### config.mk
export PLATFORM = sky130hd
export DESIGN_NAME = display_update_sequencer
export DESIGN_NICKNAME = d
export VERILOG_FILES = /design/src/rtl/display_pkg.sv /design/src/rtl/cycle_timer.sv /design/src/rtl/display_update_sequencer.sv
export SDC_FILE = /design/constraint.sdc
export NUM_CORES = 1
export LEC_CHECK = 0
export BUFFER_PORTS_ARGS = -buffer_cell sky130_fd_sc_hd__buf_2
export CAP_MARGIN = 15
export CORE_UTILIZATION = 52
export DETAILED_ROUTE_END_ITERATION = 6
export HOLD_SLACK_MARGIN = 0.03
export PLACE_DENSITY = 0.8
export SLEW_MARGIN = 15
export SYNTH_ARGS = -nofsm -noshare
export SYNTH_HDL_FRONTEND = slang
export SYNTH_HIERARCHICAL = 1
export SYNTH_SLANG_ARGS = --single-unit
export TNS_END_PERCENT = 50
### constraint.sdc
create_clock -name clk_i -period 2.94 [get_ports clk_i]
set_input_delay 0.294 -clock clk_i [delete_from_list [all_inputs] [get_ports clk_i]]
set_output_delay 0.294 -clock clk_i [all_outputs]
set_load 0.01 [all_outputs]
### src/rtl/display_pkg.sv
// -----------------------------------------------------------------------------
// display_pkg
// Shared definitions for the display refresh path: frame geometry, the refresh
// sequencer state encoding and the widths of its internal counters.
// -----------------------------------------------------------------------------
package display_pkg;

    // Frame geometry: six seven-segment digits, shifted out as one frame.
    localparam int DISPLAY_DIGITS = 6;
    localparam int SEG_PER_DIGIT  = 7;
    localparam int DEFAULT_WIDTH  = DISPLAY_DIGITS * SEG_PER_DIGIT;

    // Internal counter widths of the refresh sequencer.
    localparam int SETTLE_CNT_W  = 4;
    localparam int TIMEOUT_CNT_W = 16;

    // Refresh sequencer states. Encodings are fixed so status/debug taps
    // elsewhere in the system can decode them.
    typedef enum logic [1:0] {
        ST_IDLE      = 2'd0,
        ST_SETTLE    = 2'd1,
        ST_START     = 2'd2,
        ST_WAIT_DONE = 2'd3
    } seq_state_e;

endpackage

### src/rtl/cycle_timer.sv
// -----------------------------------------------------------------------------
// cycle_timer
// Loadable down-counter with a zero flag. Counting stops at zero (no wrap), so
// the zero flag stays asserted until the next load.
//
// Ports:
//   clk_i       system clock
//   rst_i       synchronous active-high reset (count -> 0)
//   load_i      load load_val_i this cycle (has priority over dec_i)
//   load_val_i  value to load
//   dec_i       decrement by one if not already zero
//   zero_o      count is currently zero
// -----------------------------------------------------------------------------
module cycle_timer #(
    parameter int CNT_W = 4
) (
    input  logic             clk_i,
    input  logic             rst_i,
    input  logic             load_i,
    input  logic [CNT_W-1:0] load_val_i,
    input  logic             dec_i,
    output logic             zero_o
);

    logic [CNT_W-1:0] cnt_q;
    logic [CNT_W-1:0] cnt_d;

    always_comb begin
        cnt_d = cnt_q;
        if (load_i) begin
            cnt_d = load_val_i;
        end else if (dec_i && (cnt_q != '0)) begin
            cnt_d = cnt_q - 1'b1;
        end
    end

    always_ff @(posedge clk_i) begin
        if (rst_i) begin
            cnt_q <= '0;
        end else begin
            cnt_q <= cnt_d;
        end
    end

    assign zero_o = (cnt_q == '0);

endmodule

### src/rtl/display_update_sequencer.sv
// -----------------------------------------------------------------------------
// display_update_sequencer
// Schedules refreshes of the serial seven-segment shift register. A refresh
// request (a seconds tick or an MSF time load) waits SETTLE_CYCLES for the
// digit counters to settle, snapshots the live segment frame into a holding
// register and pulses the shift register start. Requests arriving during a
// refresh are coalesced into a single follow-up refresh.
//
// Ports:
//   clk_i          system clock
//   rst_i          synchronous active-high reset (shared with shift_reg)
//   second_inc_i   one-cycle pulse: seconds digit advanced
//   time_load_i    one-cycle pulse: decoded MSF time loaded
//   seg_i          live seven_seg_hms frame
//   shift_latch_i  shift_reg latch_o: transfer complete
//   shift_start_o  one-cycle start pulse to shift_reg
//   shift_data_o   frame snapshot held for the whole transfer
//   locked_o       set by the first time load after reset
//   overrun_o      sticky: request arrived while one was already pending
//   timeout_o      sticky: a transfer never reported completion
// -----------------------------------------------------------------------------
module display_update_sequencer
    import display_pkg::*;
#(
    parameter int               WIDTH          = DEFAULT_WIDTH,
    parameter int               SETTLE_CYCLES  = 2,
    parameter int               TIMEOUT_CYCLES = 255,
    parameter logic [WIDTH-1:0] BLANK_PATTERN  = {WIDTH{1'b0}}
) (
    input  logic             clk_i,
    input  logic             rst_i,
    input  logic             second_inc_i,
    input  logic             time_load_i,
    input  logic [WIDTH-1:0] seg_i,
    input  logic             shift_latch_i,
    output logic             shift_start_o,
    output logic [WIDTH-1:0] shift_data_o,
    output logic             locked_o,
    output logic             overrun_o,
    output logic             timeout_o
);

    localparam logic [SETTLE_CNT_W-1:0]  SETTLE_LOAD  = SETTLE_CNT_W'(SETTLE_CYCLES - 1);
    localparam logic [TIMEOUT_CNT_W-1:0] TIMEOUT_LOAD = TIMEOUT_CNT_W'(TIMEOUT_CYCLES - 1);

    seq_state_e       state_q, state_d;
    logic             pending_q, pending_d;
    logic             overrun_q, overrun_d;
    logic             timeout_q, timeout_d;
    logic             locked_q, locked_d;
    logic             blink_q, blink_d;
    logic [WIDTH-1:0] data_q, data_d;

    logic             req;
    logic             settle_load, settle_dec, settle_zero;
    logic             to_load, to_dec, to_zero;
    logic             xfer_done;

    // A tick and a time load in the same cycle are a single request.
    assign req = second_inc_i | time_load_i;

    cycle_timer #(
        .CNT_W (SETTLE_CNT_W)
    ) u_settle_timer (
        .clk_i      (clk_i),
        .rst_i      (rst_i),
        .load_i     (settle_load),
        .load_val_i (SETTLE_LOAD),
        .dec_i      (settle_dec),
        .zero_o     (settle_zero)
    );

    cycle_timer #(
        .CNT_W (TIMEOUT_CNT_W)
    ) u_timeout_timer (
        .clk_i      (clk_i),
        .rst_i      (rst_i),
        .load_i     (to_load),
        .load_val_i (TIMEOUT_LOAD),
        .dec_i      (to_dec),
        .zero_o     (to_zero)
    );

    // Lock and blink status. Unlocked, the display blinks at half the seconds
    // rate; once locked it is always shown.
    always_comb begin
        locked_d = locked_q | time_load_i;
        blink_d  = blink_q;
        if (locked_q) begin
            blink_d = 1'b1;
        end else if (second_inc_i) begin
            blink_d = ~blink_q;
        end
    end

    // Next-state logic.
    always_comb begin
        state_d     = state_q;
        pending_d   = pending_q;
        overrun_d   = overrun_q;
        timeout_d   = timeout_q;
        data_d      = data_q;
        settle_load = 1'b0;
        settle_dec  = 1'b0;
        to_load     = 1'b0;
        to_dec      = 1'b0;
        xfer_done   = 1'b0;

        // Any request while a refresh is in progress is remembered once;
        // further requests on top of that are only flagged.
        if ((state_q != ST_IDLE) && req) begin
            if (pending_q) begin
                overrun_d = 1'b1;
            end
            pending_d = 1'b1;
        end

        case (state_q)
            ST_IDLE: begin
                if (req) begin
                    state_d     = ST_SETTLE;
                    settle_load = 1'b1;
                end
            end

            ST_SETTLE: begin
                settle_dec = 1'b1;
                if (settle_zero) begin
                    state_d = ST_START;
                    // The snapshot is taken only here, so the frame cannot
                    // change underneath an active transfer.
                    data_d  = (locked_q || blink_q) ? seg_i : BLANK_PATTERN;
                end
            end

            ST_START: begin
                to_load = 1'b1;
                state_d = ST_WAIT_DONE;
            end

            ST_WAIT_DONE: begin
                to_dec = 1'b1;
                if (shift_latch_i) begin
                    xfer_done = 1'b1;
                end else if (to_zero) begin
                    xfer_done = 1'b1;
                    timeout_d = 1'b1;
                end
                if (xfer_done) begin
                    // A request in the completion cycle itself also counts
                    // as pending; if one was already pending it stays queued.
                    if (pending_q || req) begin
                        state_d     = ST_SETTLE;
                        settle_load = 1'b1;
                        pending_d   = pending_q & req;
                    end else begin
                        state_d = ST_IDLE;
                    end
                end
            end

            default: begin
                state_d = ST_IDLE;
            end
        endcase
    end

    always_ff @(posedge clk_i) begin
        if (rst_i) begin
            state_q   <= ST_IDLE;
            pending_q <= 1'b0;
            overrun_q <= 1'b0;
            timeout_q <= 1'b0;
            locked_q  <= 1'b0;
            blink_q   <= 1'b1;
            data_q    <= BLANK_PATTERN;
        end else begin
            state_q   <= state_d;
            pending_q <= pending_d;
            overrun_q <= overrun_d;
            timeout_q <= timeout_d;
            locked_q  <= locked_d;
            blink_q   <= blink_d;
            data_q    <= data_d;
        end
    end

    // START lasts exactly one cycle, so the start pulse is one cycle wide and
    // can never repeat back to back.
    assign shift_start_o = (state_q == ST_START);
    assign shift_data_o  = data_q;
    assign locked_o      = locked_q;
    assign overrun_o     = overrun_q;
    assign timeout_o     = timeout_q;

endmodule
==> out/qor.yml, run 1 <==
nFillCells: 491
clockBufferDepth: 2
total_power_mw: 3.77
worst_ep_arrival_time_ns: 2.58
yosys.cell_types.count: 57
startpoint_type: "flop"
area_growth_pct: 23.3
yosys-top-cells-area: "dfxtp_1 (43%), a22oi_2 (16%), nor2_1 (8.0%), ha_1 (2.3%), xnor2_1 (2.2%)"
min_from: "seg_i[15]"
async_reset_ff_frac: 0
drt_pass1_iterations: 4
worstPathRequired_ns: 3.17
num_vias: 2720
path_clk_slew_ns: 0.08
grt_max_degree: 43
cellPowerDensity_mw_per_mm2: 950
finalSetupTns_ns: 0
ctsResizeCount: 0
p_leak_nw: 1.66
crit_type: "reg2reg"
crit_start: "u_timeout_timer/cnt_q[3]"
yosysWarnings: 6
regToRegStartpoint: "u_timeout_timer/cnt_q[3]"
grt.busiest_layer: "met2"
drive_gt1_frac: 0.383
cp_max_fo: 6
status: "completed"
yosys-top-cells-count: "dfxtp_1 (69), nor2_1 (69), a22oi_2 (40), nand2_1 (14)"
rows: 28
antenna_cells: 0
slew-limit-headroom: 0.527
synth_edf_count: 0
finalMaxSlewViolations: 0
grt_pass1_wl_mm: 11.1
ant_nets: 0
synth_flop_cell: "dfxtp_1"
coreArea_mm2: 0.00596
final-setup-viol-count: 0
cap_viol_max_count: 0
post-route-min-period_ns: 2.35
die-width_um: 80.7
hold_viol: 0
fin_crit_sh: 0.798
endpoint_kind: "flop"
post-cts-setup-buffers: 0
cts_root_buffer: "clkbuf_8"
globalplace.congestion: 0.845
clk_latency_ns: 0.34
grt_use_met2: 0.378
io_pins: 93
gr-total-overflow: 0
nets: 489
use_met1: 0.248
vias_per_cell: 5.27
dp_hpwl_mm: 4.71
grtUsageMet3: 0.0909
synth.top_cell.area_share: 0.429
holdBufCountCts: 0
portBuffers: 92
fmax_mhz: 426
start_util: 0.540
htreeDepth: 3
tritoncts: "done"
yosysSeqAreaShare: 0.429
ys_seq_elements: 69
drc: 0
rsz0062_at_grt: "false"
drt-initial-drc-count: 115
finClkSkew_ns: 0.0106
cts_num_sinks: 69
routed_wl_mm: 6.78
antenna_found_initial: 0
worst_pin_slew_ns: 0.705
synth_area_mm2: 0.00322
ir_worst_vdd_uv: 617
cts_buffers: 9
grt_pass1_vias: 2574
syn_inst: 329
synth_top_cell_by_area: "dfxtp_1"
hp-class: "in2reg"
grt_use_total: 0.222
fp.dieH_um: 80.7
avgRoutedWirePerCell_um: 13.1
dieArea_mm2: 0.00651
avgSynthCellArea_um2: 9.78
power by group:
part	leakage, nW	switching (mW)	total (mW)	internal (mW)
sequential	0.562	0.191	1.36	1.16
combinational	1.00	0.938	1.65	0.708
clock	0.0943	0.358	0.769	0.411
per-stage QoR:
stage               instance area [um2]  worst slack (ns)   util  hold WS, ns  instances
floorplan                          3290             0.634      -        0.366        347
global placement                   3770             0.716  0.633        0.458        500
detailed placement                 3770             0.626  0.633        0.468        500
CTS                                3970             0.607  0.666        0.164        516
global route                       3970             0.351  0.666        0.160        516
finish                             3970             0.593  0.666        0.180        516
cell usage in the layout (no fill, tap or decap), types with 3 or more instances in the layout:
| cell | n |
|---|---|
| a211oi_1 | 8 |
| a21oi_1 | 9 |
| a22oi_2 | 40 |
| a311oi_1 | 5 |
| buf_2 | 92 |
| buf_4 | 3 |
| clkbuf_8 | 10 |
| clkinvlp_4 | 3 |
| conb_1 | 20 |
| dfxtp_1 | 69 |
| ha_1 | 6 |
| inv_1 | 9 |
| mux2i_1 | 3 |
| nand2_1 | 13 |
| nand3_1 | 3 |
| nor2_1 | 69 |
| nor3_1 | 8 |
| nor4_1 | 4 |
| o21ai_0 | 7 |
| o21bai_1 | 3 |
| or3_2 | 3 |
| xnor2_1 | 8 |
cells by family after synthesis:
group | Yosys count | synth area share
buffers and inverters | 29 | 0.0540
other | 2 | 0.00233
AOI/OAI and AO/OA | 89 | 0.271
muxes | 3 | 0.00933
and+or+nand+nor | 122 | 0.187
DFF | 69 | 0.429
xor gates and xnor gates | 9 | 0.0245
adders and majority gates | 6 | 0.0233
path summary, 6_finish.rpt:
path | to | slack (ns) | cells past startpoint
worst min register to register | timeout_o | 0.48 | 2
worst min-delay path | shift_data_o[15] | 0.18 | 3
worst max-delay path | u_settle_timer/cnt_q[1] | 0.59 | 6
worst max register to register | u_settle_timer/cnt_q[1] | 0.59 | 6
critical path, stage by stage, from the launching register on:
cell and delay [ns]:
dfxtp_1 0.36, nor4_1 0.59, and4bb_2 0.35, o21ai_0 0.08, a21oi_1 0.36, nor3_1 0.12
a311o_1 0.37
routing by layer:
layer	vias to the layer above	share of wire
li1	1384	-
met1	1247	0.44
met2	78	0.48
met3	11	0.064
met4	0	0.014
met5	-	0
final cells by class:
class,instances,area (um2),share of cell area
clock buffer,10,138,0.0347
clock inverter,6,62.6,0.0158
inverter,10,37.5,0.00946
multi-input combinational,249,1730,0.437
sequential,69,1380,0.348
tap,75,93.8,0.0236
timing repair buffer,97,523,0.132
sequential cells by signal (all words and copies together), names as in the netlist:
| name | flops |
|---|---|
| u_timeout_timer/cnt_q | 16 |
| timeout_o | 1 |
| overrun_o | 1 |
| state_q | 2 |
| blink_q | 1 |
| pending_q | 1 |
| locked_o | 1 |
| shift_data_o | 42 |
| u_settle_timer/cnt_q | 4 |
No activity file was read; power rests on OpenSTA's default activity.
==> inputs of run 2 (changes only) <==
==> constraint.sdc (replaced) <==
create_clock -name clk_i -period 2.4 [get_ports clk_i]
set_input_delay 0.24 -clock clk_i [delete_from_list [all_inputs] [get_ports clk_i]]
set_output_delay 0.24 -clock clk_i [all_outputs]
set_load 0.01 [all_outputs]
==> out/qor.yml, run 2 (synthesis results as in run 1) <==
hp-class: "in2reg"
stdcell_area_mm2: 0.00404  # +1.9%
cts_root_buffer: "clkbuf_8"
startpoint_type: "flop"
p_seq_frac: 0.336  # -0.023
avgRoutedWirePerCell_um: 14.0  # +6.2%
swShare: 0.384  # -0.0100
start_util: 0.540  # unchanged
endpoint_kind: "flop"
path_clk_slew_ns: 0.08  # about the same
antenna_found_initial: 0  # unchanged
nets: 493  # +0.82%
combPwrFrac: 0.429  # -0.008
ir_worst_vdd_uv: 943  # +53%
cp_max_fo: 6  # unchanged
ant_nets: 0  # unchanged
cellPowerDensity_mw_per_mm2: 1220  # +29%
finClkSkew_ns: 0.0121  # +0.00141 ns
drc: 0  # unchanged
drt_pass1_iterations: 4  # unchanged
num_vias: 2848  # +4.7%
finalMaxSlewViolations: 0  # unchanged
routed_wl_mm: 7.26  # +7.0%
io_pins: 93  # unchanged
globalplace.congestion: 0.803  # -5.0%
dp_hpwl_mm: 4.98  # +5.6%
nFillCells: 486  # -1.0%
critical-path-top-delay-family: "simple AND/OR/NAND/NOR gates"
rows: 28  # unchanged
drt-initial-drc-count: 150  # +30%
cts_buffers: 9  # unchanged
htreeDepth: 3  # unchanged
post-route-min-period_ns: 2.22  # -0.129 ns
coreArea_mm2: 0.00596  # unchanged
clockBufferDepth: 2  # unchanged
slew-limit-headroom: 0.446  # -0.0810
die-width_um: 80.7  # unchanged
drive_gt1_frac: 0.389  # +0.00554
area_growth_pct: 25.7
ctsResizeCount: 0  # unchanged
grt_max_degree: 46  # +7.0%
gr-total-overflow: 0  # unchanged
switchingPower_mw: 1.90  # +28%
hold_viol: 0  # unchanged
seq_area_mm2: 0.00138  # unchanged
post-cts-setup-buffers: 0  # unchanged
cts_num_sinks: 69  # unchanged
fp.dieH_um: 80.7  # unchanged
fin_crit_sh: 0.924  # +0.126
worst_ep_arrival_time_ns: 2.46  # -0.12 ns
cap_viol_max_count: 0  # unchanged
finalSetupTns_ns: 0  # unchanged
power_frac_clock: 0.235  # +0.031
final_common_cell: "buf_2"
final-setup-viol-count: 0  # unchanged
portBuffers: 92  # unchanged
worst_pin_slew_ns: 0.831  # +0.126 ns
multi_input_area_mm2: 0.00173  # unchanged
p_int_mw: 3.05  # +34%
status: "completed"
p_leak_nw: 1.71  # +2.9%
tritoncts: "done"
slowest_delay_ns: 0.58  # about the same
rsz0062_at_grt: "false"
cp_num_buf_inv: 2  # +2
grt_pass1_wl_mm: 11.5  # +3.9%
most-common-layout-cells: "buf_2 (92), nor2_1 (69), dfxtp_1 (69)"
holdBufCountCts: 0  # unchanged
post_dp_cell_area_mm2: 0.00380  # +0.80%
clk_latency_ns: 0.35  # about the same
largest_reg_flops: 42  # unchanged
antenna_cells: 0  # unchanged
vias_per_cell: 5.48  # +3.9%
fmax_mhz: 451  # +5.8%
worstPathRequired_ns: 2.64  # -0.53 ns
cp_slowest_cell: "or4_1"
grt_use_total: 0.232  # +0.0103
dieArea_mm2: 0.00651  # unchanged
crit_type: "reg2reg"
path_cells: "or4_1 > and4bb_2 > o21ai_0 > a21oi_1 > buf_4 > inv_1 > a311oi_1"
grt_pass1_vias: 2695  # +4.7%
run 2: path summary, 6_finish.rpt:
path	startpoint	end	slack (ns)	cells after the start
max reg2reg	u_timeout_timer/cnt_q[10]	u_settle_timer/cnt_q[2]	0.18	7
min reg2reg	overrun_o	overrun_o	0.48	2
min	seg_i[28]	shift_data_o[28]	0.11	3
max	u_timeout_timer/cnt_q[10]	u_settle_timer/cnt_q[2]	0.18	7
run 2: stage by stage:
step | cells | setup WS, ns | power [mW] | util | hold slack [ns]
after CTS | 520 | 0.210 | 4.97 | 0.679 | 0.105
after global placement | 504 | 0.300 | 3.70 | 0.638 | 0.457
final | 520 | 0.182 | 4.95 | 0.679 | 0.114
after detailed placement | 504 | 0.230 | 3.79 | 0.638 | 0.458
after global routing | 520 | 0.0707 | 5.27 | 0.679 | 0.110
after floorplan | 347 | 0.0938 | 3.25 | - | 0.312
run 2: power by group through the flow:
stage,clock network [mW],logic [mW],registers [mW]
after global placement,0,2.04,1.66
after floorplan,0,1.54,1.71
after CTS,1.19,2.13,1.66
final,1.16,2.13,1.66
after global routing,1.23,2.34,1.70
after detailed placement,0,2.11,1.68
run 2: cell type report:
| type | count | area share |
|---|---|---|
| multi-input combinational | 249 | 0.429 |
| tap | 75 | 0.0232 |
| clock inverter | 7 | 0.0300 |
| timing repair buffer | 101 | 0.137 |
| sequential | 69 | 0.342 |
| clock buffer | 9 | 0.0306 |
| inverter | 10 | 0.00928 |
run 2: worst register-to-register path: stages, from the launching register on:
cell	delay [ns]
dfxtp_1	0.34
or4_1	0.58
and4bb_2	0.34
o21ai_0	0.08
a21oi_1	0.23
buf_4	0.18
inv_1	0.09
a311oi_1	0.28
run 2: layer usage:
layer  share of wire  GRT usage
met4           0.014     0.0964
met2            0.52      0.411
met3           0.047     0.0670
met5               0          0
met1            0.42      0.257
